==> src/rtl/barrier_field.sv <==
// barrier_field: ROWS x COLS barrier scroller with level-selected scroll period and sticky collision flag.
// Optional row-passed score counter enabled by defining BARRIER_SCORE_EN.
module barrier_field #(
  parameter int COLS = 8,
  parameter int ROWS = 8,
  parameter int BASE_PERIOD = 16,
  parameter int SCORE_W = 8
) (
  input  logic                 clk,
  input  logic                 reset,
  input  logic                 gg,
  input  logic [1:0]           level,
  input  logic [COLS-1:0]      cart,
  input  logic [COLS-1:0]      new_row,
  input  logic                 new_valid,
  output logic                 new_ready,
  output logic [ROWS*COLS-1:0] field,
  output logic                 hit,
  output logic [SCORE_W-1:0]   score
);
  localparam int CW = $clog2(BASE_PERIOD) + 1;
  logic [CW-1:0] cnt, period, shifted;
  logic frozen, tick;
  logic [COLS-1:0] bottom, top;
  assign frozen = gg | hit;
  assign tick = (cnt == '0) & ~frozen;
  assign new_ready = tick;
  assign bottom = field[(ROWS-1)*COLS +: COLS];
  assign top = new_valid ? new_row : '0;
  always_comb begin
    shifted = CW'(BASE_PERIOD) >> level;
    period = (shifted == '0) ? CW'(1) : shifted;
  end
  // hit samples the pre-shift bottom row, so a simultaneous tick still detects the overlap
  always_ff @(posedge clk) begin
    if (reset) begin
      cnt <= '0;
      field <= '0;
      hit <= 1'b0;
    end else begin
      if (tick) begin
        cnt <= period - CW'(1);
        field <= {field[(ROWS-1)*COLS-1:0], top};
      end else if (!frozen) begin
        cnt <= cnt - CW'(1);
      end
      if (!gg) hit <= hit | (|(bottom & cart));
    end
  end
`ifdef BARRIER_SCORE_EN
  always_ff @(posedge clk) begin
    if (reset) score <= '0;
    else if (tick && (|bottom) && (score != '1)) score <= score + SCORE_W'(1);
  end
`else
  assign score = '0;
`endif
endmodule
==> config.mk <==
export PLATFORM = sky130hd
export DESIGN_NAME = barrier_field
export DESIGN_NICKNAME = d
export VERILOG_FILES = /design/src/rtl/barrier_field.sv
export SDC_FILE = /design/constraint.sdc
export NUM_CORES = 1
export LEC_CHECK = 0
export CAP_MARGIN = 20
export CORE_MARGIN = 4
export CORE_UTILIZATION = 40
export CTS_CLUSTER_DIAMETER = 80
export DETAILED_ROUTE_END_ITERATION = 10
export PLACE_DENSITY_LB_ADDON = 0.25
export SLEW_MARGIN = 0
export SYNTH_ARGS = -nofsm -noshare
export SYNTH_HDL_FRONTEND = slang
export SYNTH_SLANG_ARGS = --single-unit
==> constraint.sdc <==
create_clock -name clk -period 2.39 [get_ports clk]
set_clock_uncertainty 0.2 [all_clocks]
set_input_delay 0.239 -clock clk [delete_from_list [all_inputs] [get_ports clk]]
set_output_delay 0.239 -clock clk [all_outputs]
set_load 0.05 [all_outputs]
Word-level counts from Yosys, hierarchy flattened --
Cells that the tools add are included.
Operators by class: shift-type cells 1, multiplexer cells 4, reductions and logical operators 3, equal/unequal tests 1, $add $sub $neg 2, bitwise gates (word level) 5
Operator list (number):
- 2-to-1 mux 5 bit | 3
- logical NOT 5 bit | 2
- subtractor 5 x 1 -> 5 bit (second input constant) | 2
- bitwise AND 8 bit | 1
- 2-to-1 mux 8 bit | 1
- OR reduction 8 bit | 1
- >> shifter 5 x 2 -> 5 bit (first input constant) | 1
- inequality test 2 bit (second input constant) | 1
- OR 1 bit | 2
- bitwise AND 1 bit | 1
- NOT 1 bit | 1
Word-level totals: output and inout bits 74, input port bits 22, word-level logic and storage cells 19, bits in registers 70

Logic depth before layout (Yosys ltp) --
depth after elaboration 5, gate-level depth with buffers 8, depth with buffers taken out 7

Least setup slack after synthesis --
No wires, ideal clock.
path type register -> register, from reg hit, to reg cnt[2], cell stages (with the launch flop) 9, path slack -0.829 ns, setup time 0.120 ns, path buffers 1, data required time 2.070 ns, clock period less this slack 3.219 ns, arrival time 2.899 ns, cell sequence dfxtp_1 or4_4 buf_6 nor2_1 a31oi_1 ha_1 or4b_2 a31oi_1 o31a_1
Between the ends: cells in the longest elaborated chain, start to end 4, elaborated cells on any way between the ends 5, classes of those cells eq/ne (1); mux (1); bitwise (3)
Ends and longest elaborated chain:
- start: declaration | RTL line 18 | output logic hit,
- start signal: assignment | RTL line 47 | if (!gg) hit <= hit | (|(bottom & cart));
- OR 1 bit (*) | RTL line 25 | assign frozen = gg | hit;
- NOT 1 bit (*) | RTL line 26 | assign tick = (cnt == '0) & ~frozen;
- bitwise AND 1 bit (*) | RTL line 26
- via new_ready | RTL line 16 | output logic new_ready,
- inequality test 2 bit (no source line) / 2-to-1 mux 5 bit (equally long branches)
- end signal: assignment | RTL line 42 | cnt <= period - CW'(1);
- end signal: assignment | RTL line 45 | cnt <= cnt - CW'(1);
- end: declaration | RTL line 22 | logic [CW-1:0] cnt, period, shifted;
Mark *: on every way through the listed nets, which the timed path passes. The rest lies on a longest branch. A chain may end at the register's enable or synchronous reset.

Final worst setup path --
from reg cnt[1], to reg cnt[2]
Between the ends: cells in the longest elaborated chain, start to end 3, elaborated cells on any way between the ends 6, classes of those cells add/sub (1); eq/ne (1); mux (2); bitwise (1); reduce/logical (1)
Ends and longest elaborated chain (RTL line):
- subtractor 5 x 1 -> 5 bit / logical NOT 5 bit (equally long branches) | 45, 26
- 2-to-1 mux 5 bit / bitwise AND 1 bit (equally long branches) | 44, 26
- 2-to-1 mux 5 bit / inequality test 2 bit (equally long branches)
Parallel ways exist; a longest one is shown, timed or not. The select of a mux whose other input is x is not followed.

==> flow_summary_export.csv <==
group,metric,value,unit
detailed_routing,drt_wl_total,8020,microns
finish,final_area,4000,sq um
detailed_routing,drt-initial-drc-count,176,
logic_synthesis,syn_avg_cell_area,8.31,sq um
global_route,grt_pass1_wl,12900,microns
detailed_routing,vias,2838,
sta,setup_viol,0,
clocking,clk_latency,0.34,ns
finish,fin_cells,519,
min_path,holdPathEnd,"cnt[0]$_SDFFE_PP0P_",
clocking,post_cts_resized,0,
sta,finalCritPeriodShare,0.929,
clocking,clk_pin_slew_worst_paths,0.07,ns
detailed_routing,met3_length,677,microns
critical_path,crit_top_cell,"a31oi_1",
critical_path,crit_chain,"or3_2 > nor2_4 > a31oi_1 > ha_2 > or4b_2 > a31oi_1 > o31a_1",
placed_design,place_inst,504,
logic_synthesis,synth.distinct_cells,33,
logic_synthesis,synth_edf_count,0,
critical_path,path_delay_family,"simple AND/OR/NAND/NOR gates",
clocking,cts_max_level,3,
global_route,grt_pass1_vias,2609,
floorplanning,die_w,93.1,microns
pwr,powerDensity,678,nW/um^2
pwr,p_leak,1.28,nW
sta,finalHoldViolations,0,
critical_path,worst-r2r-cell-count,7,
sta,rsz0062_at_grt,"no",
placed_design,post_dp_cell_area,3800,sq um
global_route,gr-usage-all-layers,0.185,
floorplanning,core,6910,sq um
critical_path,start_kind,"flip-flop",
detailed_routing,wl_per_cell,15.4,microns
detailed_routing,m1WireLength,3530,microns
placed_design,place_congestion,0.832,
clocking,cts_tree,"done",
finish,nets,442,
logic_synthesis,synth_seq_area_share,0.483,
critical_path,path_max_fanout,7,
critical_path,crit_type,"reg2reg",
global_route,gr-total-overflow,0,
floorplanning,die_h,93.1,microns
floorplanning,dieArea,8670,sq um
sta,finalMaxSlewViolations,0,
critical_path,cp-end-kind,"flip-flop",
critical_path,reg2reg_slack,0.17,ns
finish,area_delta_synth_final,37.9,%
clocking,cts_buffer_depth,2,
logic_synthesis,yosys_warnings,0,
sta,fmax,0.451,GHz
floorplanning,std_cell_rows,30,
critical_path,slowest_stage,"or4b_2",
min_path,whs_path_depth,2,
critical_path,r2r_start,"cnt[1]$_SDFFE_PP0P_",
logic_synthesis,synth_top_area_cell,"dfxtp_1",
logic_synthesis,ys.flop_type,"dfxtp_1",
pwr,ir_worst_vdd,0.000478,V
clocking,ctsHoldBuffers,0,
detailed_routing,vias_per_cell,5.47,
finish,antenna_cells,0,
detailed_routing,drc,0,
clocking,numCtsBuffers,9,
detailed_routing,firstDrtPassIters,4,
run,maxCapViolations,0,
min_path,worstHoldStart,"reset",
logic_synthesis,yosys.area.top_type_share,0.483,
floorplanning,start_util,0.420,
logic_synthesis,yosys.cell_count.top_type,"dfxtp_1",
sta,worstMarginPinSlew,0.662,ns
run_status,status,"complete, no violations",
global_route,grt_start_max_net_pins,67,
detailed_routing,dr_wl_met2,3730,microns
global_route,antenna_found_initial,0,
critical_path,worstPathRequired,2.48,ns
clocking,clkSinkCount,70,
placed_design,dp_hpwl,5080,microns
clocking,postCtsSetupRepairBufs,0,
logic_synthesis,ys_top_cells_by_count,"dfxtp_1, a21oi_1, nand3_1",
logic_synthesis,netlist_instances,349,
sta,min_period,2.22,ns
logic_synthesis,synth.area.top_cells,"dfxtp_1, a21oi_1, nand3_1",
floorplanning,pin_count,96,
detailed_routing,ant_nets,0,
detailed_routing,top_layer,"met4",
min_path,hold_path_class,"in2reg",
placed_design,numPortBuffers,87,
sta,maxSlewHeadroom,0.559,
critical_path,arrival,2.31,ns
clocking,cts_root_buf,"clkbuf_8",
critical_path,critPathBufInv,0,
logic_synthesis,synth_area,2900,sq um
sta,finalSetupTns,0,ns
logic_synthesis,async_reset_ff_frac,0,
logic_synthesis,synth_seq_cells,70,
critical_path,rr_endpoint,"cnt[2]$_SDFFE_PP0P_",
finish,drive_above_1_share,0.0804,
critical_path,max_stage_delay,0.59,ns
-- cells by family after synthesis --
logic type               synth area share
AO/OA/AOI/OAI                       0.263
AND/OR/NAND/NOR                     0.152
flip-flops                          0.483
buffers and inverters              0.0928
XOR/XNOR                          0.00302
adder cells (fa/ha/maj)           0.00432
other                             0.00129
-- worst register-to-register path, stage by stage (launching register included) --
cell and delay, ns:
dfxtp_1 0.45, or3_2 0.20, nor2_4 0.04, a31oi_1 0.14, ha_2 0.24, or4b_2 0.59, a31oi_1 0.18, o31a_1 0.13
-- metrics by stage --
stage | hold slack, ns | utilization | worst slack (ns) | power [mW]
after global placement | 0.268 | 0.550 | 0.00579 | 1.73
final | 0.0937 | 0.579 | 0.171 | 2.71
after global routing | 0.115 | 0.579 | 0.0624 | 2.82
after CTS | 0.0854 | 0.579 | 0.178 | 2.73
after detailed placement | 0.273 | 0.550 | -0.0481 | 1.73
after floorplan | 0.202 | - | -0.0889 | 1.61
-- worst max path at each step --
stage                             start                  end  slack [ns]  cells past startpoint
CTS                 cnt[1]$_SDFFE_PP0P_  cnt[2]$_SDFFE_PP0P_        0.18                      7
floorplan              hit$_SDFFE_PP0N_  cnt[2]$_SDFFE_PP0P_       -0.09                      8
global placement                     gg  cnt[2]$_SDFFE_PP0P_       0.006                      8
detailed placement                   gg  cnt[2]$_SDFFE_PP0P_       -0.05                      8
global route        cnt[1]$_SDFFE_PP0P_  cnt[2]$_SDFFE_PP0P_        0.06                      7
finish              cnt[1]$_SDFFE_PP0P_  cnt[2]$_SDFFE_PP0P_        0.17                      7
-- report_power, final --
part / leakage, nW / internal [mW] / total, mW / switching [mW]
Sequential: 0.566 / 1.18 / 1.20 / 0.0208
Combinational: 0.612 / 0.135 / 0.504 / 0.369
Clock: 0.106 / 0.577 / 1.00 / 0.425
-- routing by layer --
metal	GRT usage	up-vias
met5	0	-
met4	0.0513	0
met3	0.0764	5
met2	0.284	109
met1	0.238	1335
li1	-	1389
-- flip-flops by register name (all words and copies together), names as in the netlist --
name   cells
field     64
cnt        5
hit        1
-- cells in the final DEF (no fill, tap or decap), types with 2 or more instances in the layout --
master,n
a21oi_1,66
a22oi_1,4
a31oi_1,2
buf_12,3
buf_4,8
bufinv_16,2
clkbuf_8,9
clkdlybuf4s50_1,85
clkinv_2,3
conb_1,8
dfxtp_1,69
inv_1,4
nand3_1,56
nand4_1,8
nor2_1,7
nor3_1,3
o21ai_0,14
o21ai_1,50
-- layout make-up --
cell class                      instances  area (sq um)
Clock buffer                           10           128
Clock inverter                          5          75.1
Fill cell                             668          2910
Inverter                                4          15.0
Multi-Input combinational cell        237          1280
Sequential cell                        70          1410
Tap cell                               96           120
Timing Repair Buffer                   97           976
No activity file was read; power rests on OpenSTA's default activity.
